**config.mk**
```make
export PLATFORM = sky130hd
export DESIGN_NAME = cnn_row_streamer
export DESIGN_NICKNAME = d
export VERILOG_FILES = /design/src/rtl/cnn_row_streamer.sv
export SDC_FILE = /design/constraint.sdc
export NUM_CORES = 1
export LEC_CHECK = 0
export CORE_UTILIZATION = 52
export CTS_BUF_LIST = sky130_fd_sc_hd__clkbuf_4 sky130_fd_sc_hd__clkbuf_8 sky130_fd_sc_hd__clkbuf_16
export CTS_CLUSTER_DIAMETER = 100
export DETAILED_ROUTE_END_ITERATION = 8
export GPL_ROUTABILITY_DRIVEN = 0
export PLACE_DENSITY_LB_ADDON = 0.2
export SLEW_MARGIN = 20
export SYNTH_ARGS = -nofsm -noshare
export SYNTH_HDL_FRONTEND = slang
export SYNTH_SLANG_ARGS = --single-unit
```
**constraint.sdc**
```tcl
create_clock -name clock_i -period 27 [get_ports clock_i]
set_input_delay 5.4 -clock clock_i [delete_from_list [all_inputs] [get_ports clock_i]]
set_output_delay 5.4 -clock clock_i [all_outputs]
set_load 0.02 [all_outputs]
```
**src/rtl/cnn_row_streamer.sv**
```systemverilog
// cnn_row_streamer: buffers one CNN feature-map row and serializes it
// onto a stalled 32-bit word stream, pixel-major / channel-minor.
//
// Ports:
//   clock_i            rising-edge clock
//   reset_i            synchronous active-high reset
//   row_i              row to send [WIDTH][CHANNELS] x VALUE_BITS
//   row_valid_i        row_i is valid
//   row_accept_o       row captured this cycle when row_valid_i is high
//   out_data_o         stream word (value zero-extended, or header)
//   out_valid_o        out_data_o is valid
//   out_last_o         final data word of the row
//   downstream_stall_i sink not ready; current word is held
//
// Optional feature macro: CNN_ROW_HEADER_EN
//   Precedes each row with a header word {8'hC0, CHANNELS[7:0], row_cnt}.

module cnn_row_streamer #(
  parameter int WIDTH      = 28,
  parameter int CHANNELS   = 2,
  parameter int VALUE_BITS = 8,
  parameter int OUT_BITS   = 32
) (
  input  logic                  clock_i,
  input  logic                  reset_i,
  input  logic [VALUE_BITS-1:0] row_i [WIDTH][CHANNELS],
  input  logic                  row_valid_i,
  output logic                  row_accept_o,
  output logic [OUT_BITS-1:0]   out_data_o,
  output logic                  out_valid_o,
  output logic                  out_last_o,
  input  logic                  downstream_stall_i
);

  localparam int PW = (WIDTH > 1) ? $clog2(WIDTH) : 1;
  localparam int CW = (CHANNELS > 1) ? $clog2(CHANNELS) : 1;

  localparam logic [PW-1:0] PIX_LAST = PW'(WIDTH - 1);
  localparam logic [CW-1:0] CH_LAST  = CW'(CHANNELS - 1);

`ifdef CNN_ROW_HEADER_EN
  typedef enum logic [1:0] {
    S_IDLE,
    S_HDR,
    S_SEND
  } state_e;
  localparam state_e S_FIRST = S_HDR;
`else
  typedef enum logic {
    S_IDLE,
    S_SEND
  } state_e;
  localparam state_e S_FIRST = S_SEND;
`endif

  state_e                state_q;
  state_e                state_d;
  logic [PW-1:0]         pix_q;
  logic [PW-1:0]         pix_d;
  logic [CW-1:0]         ch_q;
  logic [CW-1:0]         ch_d;
  logic [VALUE_BITS-1:0] buf_q [WIDTH][CHANNELS];

  logic load;
  logic last_word;
  logic out_xfer;
  logic in_xfer;

`ifdef CNN_ROW_HEADER_EN
  logic [15:0] rowcnt_q;
  logic [15:0] rowcnt_d;
`endif

  assign last_word = (state_q == S_SEND)
                  && (pix_q == PIX_LAST)
                  && (ch_q == CH_LAST);

  assign out_valid_o = (state_q != S_IDLE);
  assign out_last_o  = last_word;

  // A new row may enter in the same cycle the old row's last
  // word leaves, which keeps back-to-back rows bubble-free.
  assign row_accept_o = !reset_i
                     && ((state_q == S_IDLE)
                      || (last_word && !downstream_stall_i));

  assign out_xfer = out_valid_o && !downstream_stall_i;
  assign in_xfer  = row_valid_i && row_accept_o;

  always_comb begin
    out_data_o = '0;
    if (state_q == S_SEND) begin
      out_data_o = OUT_BITS'(buf_q[pix_q][ch_q]);
    end
`ifdef CNN_ROW_HEADER_EN
    if (state_q == S_HDR) begin
      out_data_o = OUT_BITS'({8'hC0, 8'(CHANNELS), rowcnt_q});
    end
`endif
  end

  always_comb begin
    state_d = state_q;
    pix_d   = pix_q;
    ch_d    = ch_q;
    load    = 1'b0;
    unique case (state_q)
      S_IDLE: begin
        if (in_xfer) begin
          load    = 1'b1;
          state_d = S_FIRST;
          pix_d   = '0;
          ch_d    = '0;
        end
      end
`ifdef CNN_ROW_HEADER_EN
      S_HDR: begin
        if (out_xfer) begin
          state_d = S_SEND;
        end
      end
`endif
      S_SEND: begin
        if (out_xfer) begin
          if (last_word) begin
            pix_d = '0;
            ch_d  = '0;
            if (in_xfer) begin
              load    = 1'b1;
              state_d = S_FIRST;
            end else begin
              state_d = S_IDLE;
            end
          end else if (ch_q == CH_LAST) begin
            ch_d  = '0;
            pix_d = pix_q + 1'b1;
          end else begin
            ch_d = ch_q + 1'b1;
          end
        end
      end
      default: begin
        state_d = S_IDLE;
      end
    endcase
  end

  always_ff @(posedge clock_i) begin
    if (reset_i) begin
      state_q <= S_IDLE;
      pix_q   <= '0;
      ch_q    <= '0;
    end else begin
      state_q <= state_d;
      pix_q   <= pix_d;
      ch_q    <= ch_d;
    end
  end

  // Row storage needs no reset: it is only read in SEND,
  // which is reachable only after a load.
  always_ff @(posedge clock_i) begin
    if (load) begin
      buf_q <= row_i;
    end
  end

`ifdef CNN_ROW_HEADER_EN
  always_comb begin
    rowcnt_d = rowcnt_q;
    if ((state_q == S_HDR) && out_xfer) begin
      rowcnt_d = rowcnt_q + 16'd1;
    end
  end

  always_ff @(posedge clock_i) begin
    if (reset_i) begin
      rowcnt_q <= '0;
    end else begin
      rowcnt_q <= rowcnt_d;
    end
  end
`endif

endmodule

```
==> results of run 1 <==
-- power by group --
| group | leakage [nW] | switching, W | total (W) | internal, W |
|---|---|---|---|---|
| Sequential | 4.21 | 0.00000740 | 0.000816 | 0.000808 |
| Combinational | 2.85 | 0.0000408 | 0.000114 | 0.0000734 |
| Clock | 0.804 | 0.000257 | 0.000668 | 0.000411 |
-- registers in the layout, indices dropped and copies added, names as in the netlist --
signal and flops:
ch_q 1, pix_q 5, out_valid_o 1, buf_q 448
-- cell usage after synthesis, types with 3 or more instances --
master	instances
sky130_fd_sc_hd__nand2_1	20
sky130_fd_sc_hd__mux2_2	33
sky130_fd_sc_hd__mux4_2	79
sky130_fd_sc_hd__a21oi_1	6
sky130_fd_sc_hd__nand2b_1	5
sky130_fd_sc_hd__a211oi_1	3
sky130_fd_sc_hd__edfxtp_1	448
sky130_fd_sc_hd__clkbuf_1	11
sky130_fd_sc_hd__o221ai_1	5
sky130_fd_sc_hd__o211ai_1	9
sky130_fd_sc_hd__buf_6	5
sky130_fd_sc_hd__buf_2	24
sky130_fd_sc_hd__buf_4	29
sky130_fd_sc_hd__a32o_1	7
sky130_fd_sc_hd__and3_1	3
sky130_fd_sc_hd__o22ai_1	7
sky130_fd_sc_hd__a22oi_1	7
sky130_fd_sc_hd__o21ai_0	5
sky130_fd_sc_hd__dfxtp_1	7
sky130_fd_sc_hd__a31oi_1	4
sky130_fd_sc_hd__nand3b_1	3
sky130_fd_sc_hd__nor2_1	8
sky130_fd_sc_hd__mux2i_1	48
sky130_fd_sc_hd__nor2b_1	9
sky130_fd_sc_hd__nand3_1	6
sky130_fd_sc_hd__a221oi_1	14
sky130_fd_sc_hd__a221o_1	4
sky130_fd_sc_hd__o221a_2	8
-- worst paths after layout --
kind,endpoint,depth (start not counted),slack (ps),start
max,row_accept_o,4,14500,downstream_stall_i
min,out_valid_o,2,630,out_valid_o
max reg2reg,buf_q[341],8,21970,pix_q[0]
min reg2reg,out_valid_o,2,630,out_valid_o
-- through the flow --
stage / instance area [um^2] / std cells / utilization, %
finish: 24400 / 1824 / 72.7
global placement: 22800 / 1724 / 67.7
CTS: 24400 / 1811 / 72.5
detailed placement: 22800 / 1724 / 67.7
global route: 24400 / 1822 / 72.6
floorplan: 17900 / 875 / -
-- final cells by class --
type,count,area (um^2),area share [%]
Clock buffer,62,1320,5.42
Inverter,2,7.51,0.0307
Clock inverter,25,294,1.20
Multi-Input combinational cell,346,3890,15.9
Sequential cell,455,13600,55.7
Tap cell,448,561,2.30
Timing Repair Buffer,473,4710,19.3
Antenna cell,13,32.5,0.133
-- worst min-delay path, cell delays in order, from the launching register on --
cell	delay (ps)
sky130_fd_sc_hd__dfxtp_1	400
sky130_fd_sc_hd__o41ai_1	120
sky130_fd_sc_hd__a21oi_1	70
-- logic make-up (layout without fill, tap and decap cells) --
group	after synthesis	in the layout	share of synthesized area, %
buffers and inverters	74	562	2.61
AND/OR/NAND/NOR	67	67	2.05
adder cells (fa/ha/maj)	1	1	0.0701
flip-flops	455	455	76.1
AO/OA/AOI/OAI	93	93	4.21
multiplexers	161	161	14.9
other	1	37	0.0210
-- layer usage --
metal / global-route usage [%] / share of wire [%] / up-vias
met2: 45.6 / 52 / 508
li1: - / - / 4489
met4: 9.43 / 2.8 / 6
met1: 30.5 / 35 / 5010
met5: 0 / 0.089 / -
met3: 8.95 / 10 / 88
==> summary by stage, run 1 <==
Global routing
The combined global-route utilization of all metal layers is 26.4%. The first global-routing pass estimated 66300 um of wire. The pin count of the biggest net entering global routing is 87.

The initial antenna violation count came to 16. The via count of the first global-routing pass is 10676. The total overflow left after global routing is 0.

Timing
The worst slew margin relative to its limit is 28.4%. The final critical path takes up 46.3% of the cycle. After layout, the worst setup slack is 14500 ps. The total count of hold-check failures in the final report was 0.

The sum of negative setup slack is 0 ps. For the pin with the worst max-slew slack, the measured transition is 1070 ps. The count of final max-slew check failures is 0. The final critical delay including setup and external delays is 12500 ps. Setup violations remaining at the end of the flow were counted as 0. Setup repair after global routing left no endpoint under its margin.

Based on the critical path, the design can be clocked at up to 0.0800 GHz. Across all hold checks on the routed design, the worst slack comes to 633 ps. Clock skew on the completed layout was measured at 12.5 ps.

Drt
The routed layout has 10101 vias. In the routed design, unresolved DRC markers number 0. The wire length per cell is 25.4 um. The initial detailed-routing violation count is 663.

The number of vias per cell after detailed routing is 5.54. The total routed wirelength is 46300 um. Before antenna repair, the detailed router went through 5 iterations. The number of routed nets with antenna violations is 0.

Worst setup path
The cell type of the slowest stage on the worst timing path is sky130_fd_sc_hd__clkdlybuf4s50_1. STA classifies the critical path endpoint as a primary output. The cell family with the largest share of critical-path delay is buffers and inverters. Among the stages of the critical path, the cell type that occurs most often is sky130_fd_sc_hd__clkdlybuf4s50_1. The worst setup path is of the input port to primary output kind. The number of buffer and inverter instances along the worst setup path is 2.

STA classifies the critical path startpoint as an input port. Of all nets on the critical path, the largest fanout is 3. The critical path goes through clkdlybuf4s50_1 -> o41ai_1 -> nor2b_1 -> clkdlybuf4s50_1. On the worst path, the slowest cell contributes a delay of 630 ps. The required time at the worst-slack endpoint is 21600 ps. The data arrival at the endpoint of the critical path is 7100 ps.

Place
Detailed placement ended at an HPWL of 33300 um. The total of buffers placed on input and output ports is 462. The pre-CTS setup slack is 14510 ps.

Logic synthesis
The number of warning messages in the yosys log is 0. The cell taking the most area after synthesis is sky130_fd_sc_hd__edfxtp_1. Of all flip-flops after synthesis, the portion carrying an async set or reset was 0%. The sequential cell area fraction in the yosys report is 76.1%.

The synthesized design contains 455 register bits. A synthesized cell averages 21.0 um^2. After synthesis the cells add up to 17900 um^2. In the post-synthesis netlist, the biggest area contributors are sky130_fd_sc_hd__edfxtp_1 (75%), sky130_fd_sc_hd__mux4_2 (10%), sky130_fd_sc_hd__mux2i_1 (2.7%), sky130_fd_sc_hd__mux2_2 (2.1%), sky130_fd_sc_hd__buf_4 (1.2%). The portion of synthesized cell area occupied by the leading cell type is 75.4%. The count of flip-flops with a built-in enable after synthesis is 448. Among all flip-flop cells after synthesis, the most frequent one is sky130_fd_sc_hd__edfxtp_1. Yosys mapped the design onto 56 distinct sky130hd cell types. The synthesized instance count is 852.

Cells and area
Fill cells in the final layout number 2091. The synthesis-to-layout area growth is 36.8%. The library cells used most frequently in the layout, excluding fill and tap cells, are sky130_fd_sc_hd__clkdlybuf4s50_1 (462), sky130_fd_sc_hd__edfxtp_1 (448), sky130_fd_sc_hd__mux4_2 (79), sky130_fd_sc_hd__clkbuf_16 (49), sky130_fd_sc_hd__mux2i_1 (48). Of the cells placed in the final design, the portion with a size suffix greater than 1 is 16.0%. The net count of the finished layout is 1778. The most common cell after layout, fill and taps aside is sky130_fd_sc_hd__clkdlybuf4s50_1.

Power
Dividing total power by cell area gives a power density of 65.4 nW/um^2. The completed layout was analyzed and its total power is 0.00160 W. For this design the static power due to leakage is 7.86 nW. The maximum vdd ir drop is 0.0000551 V.

Floorplan
The y dimension of the die is 187 um. The die covers 35100 um^2. For this configuration, the core starts out at a cell density of 53.1%. The placement row count is 67. The core area is 33600 um^2.

The count of boundary I/O pins is 487. The floorplan die width is 187 um.

Job
The max-capacitance violation count is 0.

Clock network
Buffers inserted during clock tree synthesis total 47. The later pin in the worst-skew pair is clocked with a latency of 540 ps. The clock tree root buffer cell is sky130_fd_sc_hd__clkbuf_16.

The clock passes through at most 3 buffers. The number of clock sinks is 455. Clock-pin slew was measured on the worst setup and hold paths at 60 ps. TritonCTS built the clock tree. The number of hold buffers added after CTS is 0. The total setup buffers inserted after CTS is 0. The deepest level of the CTS H-tree is 2. The post-cts repair resize count is 0.

Run status
The run finished with clean final reports.

Hold path
The path class of the tightest hold or removal check is flip-flop to flip-flop.
Note: power is estimated with default switching activity, not from simulation.
==> run 2: changes to the inputs <==
--- a/config.mk
+++ b/config.mk
@@ -5,7 +5,7 @@
 export SDC_FILE = /design/constraint.sdc
 export NUM_CORES = 1
 export LEC_CHECK = 0
-export CORE_UTILIZATION = 52
+export CORE_UTILIZATION = 48
 export CTS_BUF_LIST = sky130_fd_sc_hd__clkbuf_4 sky130_fd_sc_hd__clkbuf_8 sky130_fd_sc_hd__clkbuf_16
 export CTS_CLUSTER_DIAMETER = 100
 export DETAILED_ROUTE_END_ITERATION = 8
==> constraint.sdc (replaced) <==
create_clock -name clock_i -period 12.9 [get_ports clock_i]
set_input_delay 2.58 -clock clock_i [delete_from_list [all_inputs] [get_ports clock_i]]
set_output_delay 2.58 -clock clock_i [all_outputs]
set_load 0.02 [all_outputs]
==> run 2 against run 1 <==
  * Register-to-register slack got worse by 13000 ps
  * First-iteration DRC count increased by 0.30%
  * Clock skew decreased by 1.0 ps
  * Non-clock buffer count decreased by 6
  * Critical path depth unchanged
  * Die area increased by 8.2%
  * Final cell count about the same
  * Worst setup slack got worse by 8600 ps
  * Power increased by 100%
  * Final area decreased by 0.79%
  * Sequential cell count unchanged
  * Routed wire length decreased by 2.4%
  * Largest cell class unchanged
==> summary by stage, run 2 (synthesized netlist as in run 1, its figures left out) <==
Timing
The sum of negative setup slack was 0 ps (unchanged). The final hold slack was 695 ps (was 633 ps). The total setup violations reported at the end of the flow is 0 (unchanged). In the finished design, the share of the clock period the worst path needs comes to 54.6%. The final critical delay including setup and external delays is 7050 ps. The transition time at the pin with the least slew margin is 1150 ps (was 1070 ps).

The count of final max-slew check failures is 0 (unchanged). The total count of hold-check failures in the final report was 0 (unchanged). The worst-case clock skew is 11.5 ps (was 12.5 ps).

Setup repair after global routing missed its margin: false (unchanged). The final setup slack of the worst path is 5850 ps (was 14500 ps). The worst slew margin relative to its limit is 23.3% (was 28.4%). The top achievable clock speed is 0.142 GHz.

Clock network
The total setup buffers inserted after CTS came to 0 (unchanged). The clock tree root buffer cell is sky130_fd_sc_hd__clkbuf_16 (unchanged). The register clock-pin slew on the reported worst setup and hold paths was 60 ps (about the same). The buffer levels on the longest clock path was 3 (unchanged). The post-cts repair resize count came to 0 (unchanged). The CTS tree was yes (unchanged).

The number of hold buffers added after CTS came to 0 (unchanged). The number of buffers inserted during clock tree synthesis is 47 (unchanged). The number of clock sinks was 455 (unchanged). The source-to-sink clock delay at the later pin of the worst-skew pair came to 560 ps (was 540 ps). The deepest level of the CTS H-tree is 2 (unchanged).

Floorplan
The floorplan die width was 195 um (was 187 um). The y dimension of the die is 195 um (was 187 um). The placement row count is 70 (was 67).

The starting density of the core is 48.8% (was 53.1%). The core area is 36600 um^2 (was 33600 um^2). The area enclosed by the die boundary is 38000 um^2 (was 35100 um^2).

The count of boundary I/O pins is 487 (unchanged).

Worst setup path
The sort of element at the start of the critical path is an input port (unchanged). The required time at the worst-slack endpoint is 10320 ps (was 21600 ps). The kind of end point of the critical path is a primary output (unchanged).

The data arrival at the endpoint of the critical path came to 4470 ps (was 7100 ps). The critical setup path kind is input port to primary output (unchanged). The critical-path maximum fanout is 3 (unchanged).

Drt
The number of vias per cell after detailed routing is 5.47 (was 5.54). The total routed wirelength is 45200 um (was 46300 um). The number of search-and-repair iterations in the first detailed-routing pass came to 5 (unchanged).

The number of routed nets with antenna violations is 0 (unchanged). The wire length per cell is 24.8 um (was 25.4 um). The overall via count from detail_route was 9990 (was 10101).

The initial detailed-routing violation count is 665 (was 663). The post-route DRC violation count is 0 (unchanged).

Place
The total of buffers placed on input and output ports is 462 (unchanged). The pre-CTS setup slack was 5880 ps (was 14510 ps). The final HPWL from detailed placement is 32500 um (was 33300 um). The post-placement cell count came to 1738 (was 1724).

Cells and area
Commonest cells after routing, fill and taps aside: sky130_fd_sc_hd__clkdlybuf4s50_1 (462), sky130_fd_sc_hd__edfxtp_1 (448), sky130_fd_sc_hd__mux4_2 (79), sky130_fd_sc_hd__clkbuf_16 (49), sky130_fd_sc_hd__mux2i_1 (48) (unchanged). The fraction of layout cells with a size suffix above 1 came to 15.2% (was 16.0%). The number of nets in the final layout is 1772 (was 1778). The number of standard cells in the layout, taps in and fillers out is 1825 (was 1824). The most common cell after layout, fill and taps aside was sky130_fd_sc_hd__clkdlybuf4s50_1 (unchanged). The synthesis-to-layout area growth was 35.7% (was 36.8%). The register with the most flip-flops was buf_q (unchanged). The flip-flop count of the largest register, all copies and words added is 448 (unchanged). Leading registers by flop count: buf_q (448), pix_q (5) (unchanged).

Hold path
The type of the most critical hold path is flip-flop to flip-flop (unchanged).

Power
The maximum vdd ir drop is 0.000110 V (was 0.0000551 V). The net switching power of the design is 0.000633 W (was 0.000305 W). The switching part of the total is 19.7% (was 19.1%).

The combinational share of power is 7.4% (was 7.1%). The total internal power is 0.00257 W (was 0.00129 W). The fraction of power consumed by the clock network is 39.3% (was 41.8%). The standby leakage power is 7.77 nW (was 7.86 nW). The sequential share of power was 53.3% (was 51.0%). The power density normalized to cell area is 132 nW/um^2 (was 65.4 nW/um^2).

Global routing
The wire length of the first global-routing pass is 64500 um (was 66300 um). The sum of overflow across all layers after global routing is 0 (unchanged). The initial antenna violation count came to 4 (was 16). The combined global-route utilization of all metal layers came to 23.8% (was 26.4%). The via count of the first global-routing pass is 10413 (was 10676). The pin count of the biggest net entering global routing came to 207 (was 87).

Job
The max-capacitance violation count is 0 (unchanged).

Run status
Outcome: complete, no violations (unchanged).
[run 2: changes by cell type in the layout (fill, tap and decap cells not counted), moves of 3 or more]
cell,previous run,this run
sky130_fd_sc_hd__diode_2,13,3
sky130_fd_sc_hd__clkinv_1,9,12
sky130_fd_sc_hd__buf_12,0,3
sky130_fd_sc_hd__bufinv_16,7,0
sky130_fd_sc_hd__clkbuf_8,0,3
sky130_fd_sc_hd__buf_4,11,2
sky130_fd_sc_hd__clkbuf_4,13,10
sky130_fd_sc_hd__clkinv_2,7,10
[run 2: layout make-up]
type / count / area [um^2]
flip-flops and latches: 455 / 13600
repair buffers: 467 / 4700
inverters: 2 / 7.51
clock buffers: 62 / 1340
clock inverters: 22 / 95.1
fillers: 2496 / 12400
well taps: 468 / 586
diodes: 3 / 7.51
multi-input cells: 346 / 3880
[run 2: worst paths after layout]
check | from | to | slack [ps] | depth (start not counted)
setup / recovery | downstream_stall_i | row_accept_o | 5850 | 4
hold / removal | out_valid_o | out_valid_o | 690 | 2
setup reg to reg | pix_q[1] | buf_q[350] | 8690 | 6
hold reg to reg | out_valid_o | out_valid_o | 690 | 2
[run 2: per-layer routing]
metal / global-route usage, % / share of wire [%] / routed length [um] / vias up
met4: 7.93 / 2.6 / 1170 / 2
li1: - / - / - / 4468
met1: 29.0 / 37 / 16600 / 5012
met3: 6.40 / 8.7 / 3920 / 65
met2: 40.9 / 52 / 23500 / 443
met5: 0 / 0.022 / 10 / -
[run 2: power groups by stage]
stage / sequential (W) / combinational (W) / clock, W
2_1_floorplan: 0.00174 / 0.0000791 / 0
3_3_place_gp: 0.00174 / 0.000237 / 0
3_5_place_dp: 0.00174 / 0.000240 / 0
4_1_cts: 0.00171 / 0.000241 / 0.00129
5_1_grt: 0.00171 / 0.000252 / 0.00134
6_report: 0.00171 / 0.000238 / 0.00126
[run 2: worst max-delay path, stage by stage]
cell	delay, ps
sky130_fd_sc_hd__clkdlybuf4s50_1	440
sky130_fd_sc_hd__o41ai_1	420
sky130_fd_sc_hd__nor2b_1	350
sky130_fd_sc_hd__clkdlybuf4s50_1	670
[run 2: through the flow]
stage	instance area, um^2	total power, W	util, %
floorplan	17900	0.00182	-
global placement	22800	0.00197	62.2
detailed placement	22800	0.00198	62.2
CTS	24200	0.00324	66.2
global route	24200	0.00330	66.2
finish	24200	0.00321	66.2
==> run 3: changes to the inputs <==
--- a/config.mk
+++ b/config.mk
@@ -5,7 +5,7 @@
 export SDC_FILE = /design/constraint.sdc
 export NUM_CORES = 1
 export LEC_CHECK = 0
-export CORE_UTILIZATION = 48
+export CORE_UTILIZATION = 44
 export CTS_BUF_LIST = sky130_fd_sc_hd__clkbuf_4 sky130_fd_sc_hd__clkbuf_8 sky130_fd_sc_hd__clkbuf_16
 export CTS_CLUSTER_DIAMETER = 100
 export DETAILED_ROUTE_END_ITERATION = 8
==> constraint.sdc (replaced) <==
create_clock -name clock_i -period 5.8 [get_ports clock_i]
set_input_delay 1.16 -clock clock_i [delete_from_list [all_inputs] [get_ports clock_i]]
set_output_delay 1.16 -clock clock_i [all_outputs]
set_load 0.02 [all_outputs]
==> run 3 against run 2 <==
  * Routed wire length rose by 4.6%
  * Non-clock buffer count rose by 15
  * Register-to-register slack got worse by 6500 ps
  * Critical path type is now flip-flop to primary output
  * Hold slack improved by 5.6 ps
  * Sequential share of layout area fell by 0.68 points
  * Global-route usage fell by 0.93 points
  * Core utilization fell by 4.7 points
  * Largest cell class unchanged
==> summary by stage, run 3 (synthesized netlist as in run 1, its figures left out) <==
Global routing
The pin count of the biggest net entering global routing is 85 (was 207). The initial antenna violation count came to 5 (was 4). The via count of the first global-routing pass is 10485 (was 10413). The combined global-route utilization of all metal layers is 22.8% (was 23.8%).

The wire length of the first global-routing pass came to 67300 um (was 64500 um). The sum of overflow across all layers after global routing was 0 (unchanged).

Cells and area
The multi-input combinational cell area came to 3880 um^2 (unchanged). The number of nets in the final layout was 1786 (was 1772). The count of filler cells inserted in the layout is 2921 (was 2496).

The register with the most flip-flops is buf_q (unchanged). The flip-flop count of the largest register, all copies and words added is 448 (unchanged). The synthesis-to-layout area growth is 37.4% (was 35.7%). The most common cell after layout, fill and taps aside was sky130_fd_sc_hd__clkdlybuf4s50_1 (unchanged). The fraction of layout cells with a size suffix above 1 is 16.2% (was 15.2%). Commonest cells after routing, fill and taps aside: sky130_fd_sc_hd__clkdlybuf4s50_1 (462), sky130_fd_sc_hd__edfxtp_1 (448), sky130_fd_sc_hd__mux4_2 (79), sky130_fd_sc_hd__mux2i_1 (48), sky130_fd_sc_hd__clkbuf_16 (47) (was sky130_fd_sc_hd__clkdlybuf4s50_1 (462), sky130_fd_sc_hd__edfxtp_1 (448), sky130_fd_sc_hd__mux4_2 (79), sky130_fd_sc_hd__clkbuf_16 (49), sky130_fd_sc_hd__mux2i_1 (48)). Leading registers by flop count: buf_q (448), pix_q (5) (unchanged). The sequential cell area is 13600 um^2 (unchanged).

Floorplan
The floorplan die width came to 203 um (was 195 um). The core area is 39900 um^2 (was 36600 um^2). The placement row count is 73 (was 70). The count of boundary I/O pins is 487 (unchanged). The area enclosed by the die boundary is 41400 um^2 (was 38000 um^2). The y dimension of the die is 203 um (was 195 um).

The starting density of the core was 44.7% (was 48.8%).

Clock network
The number of clock sinks was 455 (unchanged). The total setup buffers inserted after CTS was 0 (unchanged). The CTS tree is yes (unchanged). The clock tree root buffer cell was sky130_fd_sc_hd__clkbuf_16 (unchanged). The number of buffers inserted during clock tree synthesis is 46 (was 47).

The register clock-pin slew on the reported worst setup and hold paths is 60 ps (about the same). The deepest level of the CTS H-tree is 2 (unchanged). The source-to-sink clock delay at the later pin of the worst-skew pair came to 570 ps (was 560 ps). The buffer levels on the longest clock path is 3 (unchanged). The post-cts repair resize count came to 0 (unchanged). The number of hold buffers added after CTS is 0 (unchanged).

Power
The net switching power of the design is 0.00142 W (was 0.000633 W). The total power of the final layout is 0.00729 W (was 0.00321 W). The switching part of the total is 19.6% (was 19.7%). The fraction of power consumed by the clock network is 40.4% (was 39.3%).

The combinational share of power came to 7.4% (about the same). The maximum vdd ir drop is 0.000219 V (was 0.000110 V). The total internal power was 0.00586 W (was 0.00257 W). The standby leakage power came to 7.88 nW (was 7.77 nW). The power density normalized to cell area is 297 nW/um^2 (was 132 nW/um^2). The sequential share of power is 52.1% (was 53.3%).

Drt
The wire length per cell is 24.9 um (was 24.8 um). The number of vias per cell after detailed routing is 5.28 (was 5.47). The number of search-and-repair iterations in the first detailed-routing pass came to 5 (unchanged). The post-route DRC violation count is 0 (unchanged).

The total routed wirelength came to 47300 um (was 45200 um). The initial detailed-routing violation count is 812 (was 665). The overall via count from detail_route is 10014 (was 9990).

The number of routed nets with antenna violations was 0 (unchanged).

Run status
Outcome: complete, no violations (unchanged).

Timing
The transition time at the pin with the least slew margin is 1130 ps (was 1150 ps). The total setup violations reported at the end of the flow is 0 (unchanged). The final critical delay including setup and external delays is 4980 ps.

The worst-case clock skew was 18.3 ps (was 11.5 ps). The top achievable clock speed is 0.201 GHz. The worst slew margin relative to its limit is 24.6% (was 23.3%). Setup repair after global routing missed its margin: false (unchanged). The total count of hold-check failures in the final report is 0 (unchanged). The sum of negative setup slack is 0 ps (unchanged).

The final worst-path cycle share is 85.8%. The count of final max-slew check failures is 0 (unchanged).

Worst setup path
The kind of end point of the critical path was a primary output (unchanged). The required time at the worst-slack endpoint is 4640 ps (was 10320 ps). The cell type of the slowest stage on the worst timing path was sky130_fd_sc_hd__dfxtp_4 (was sky130_fd_sc_hd__clkdlybuf4s50_1). The number of cells on the worst reg-to-reg path is 6 (unchanged). The sort of element at the start of the critical path is a flip-flop (was input port). The critical-path maximum fanout is 45 (was 3). The data arrival at the endpoint of the critical path was 3820 ps (was 4470 ps).

Worst path cell trace: nand3b_1 -> o221a_2 -> o32ai_1 -> a32o_1 -> clkdlybuf4s50_1 (was clkdlybuf4s50_1 -> o41ai_1 -> nor2b_1 -> clkdlybuf4s50_1). The critical setup path kind is flip-flop to primary output (was input port to primary output). The largest stage delay on the critical path is 920 ps (was 670 ps). The reg2reg setup slack came to 2180 ps (was 8690 ps).

Hold path
The type of the most critical hold path was flip-flop to flip-flop (unchanged). The number of stages on the worst hold path is 3 (was 2).

Job
The max-capacitance violation count is 0 (unchanged).

Place
The final HPWL from detailed placement was 34700 um (was 32500 um). The total of buffers placed on input and output ports came to 462 (unchanged).
[run 3: cell types whose count changed in the layout (fill, tap and decap cells not counted), sizes merged]
cell      change
buf          +15
bufinv        +5
clkinv        -5
clkbuf        -4
clkinvlp      +1
diode         +1
inv           +1
[run 3: worst paths after layout]
check                 from       endpoint
setup / recovery  pix_q[0]  out_data_o[6]
hold / removal        ch_q           ch_q
setup reg to reg  pix_q[0]     buf_q[208]
hold reg to reg       ch_q           ch_q
[run 3: stage by stage]
stage                     setup slack [ps]  area, um^2  utilization [%]  std cells  hold slack, ps
after floorplan                        213       17900                -        875             640
final                                  824       24500             61.4       1896             700
after global routing                   552       24500             61.4       1896             763
after CTS                              710       24500             61.4       1892             696
after detailed placement              1360       23000             57.7       1810             688
after global placement                1360       23000             57.7       1810             671
[run 3: power groups by stage]
stage	clock (W)	combinational [W]	sequential [W]
global placement	0	0.000537	0.00387
detailed placement	0	0.000545	0.00387
finish	0.00295	0.000541	0.00380
CTS	0.00301	0.000548	0.00380
global route	0.00314	0.000573	0.00381
floorplan	0	0.000176	0.00386
[run 3: worst max-delay path, delay by kind of cell, from the launching register on]
family | cells | cell delay (ps)
buf+inv | 1 | 710
compound gates | 3 | 790
flops | 1 | 920
simple gates | 1 | 800
[run 3: per-layer routing]
metal | part of all wire (%) | wire [um] | GRT usage, % | up-vias
met4 | 2.9 | 1390 | 8.40 | 0
met3 | 8.6 | 4070 | 6.15 | 77
met1 | 38 | 18000 | 28.1 | 4998
met2 | 50 | 23800 | 38.6 | 439
li1 | - | - | - | 4500
met5 | 0 | 0 | 0 | -
[run 3: layout make-up]
type | count | share of cell area (%)
Sequential cell | 455 | 55.5
Timing Repair Buffer | 482 | 19.8
Multi-Input combinational cell | 346 | 15.8
Clock buffer | 58 | 5.13
Tap cell | 525 | 2.68
Clock inverter | 24 | 0.974
Antenna cell | 4 | 0.0408
Inverter | 2 | 0.0306
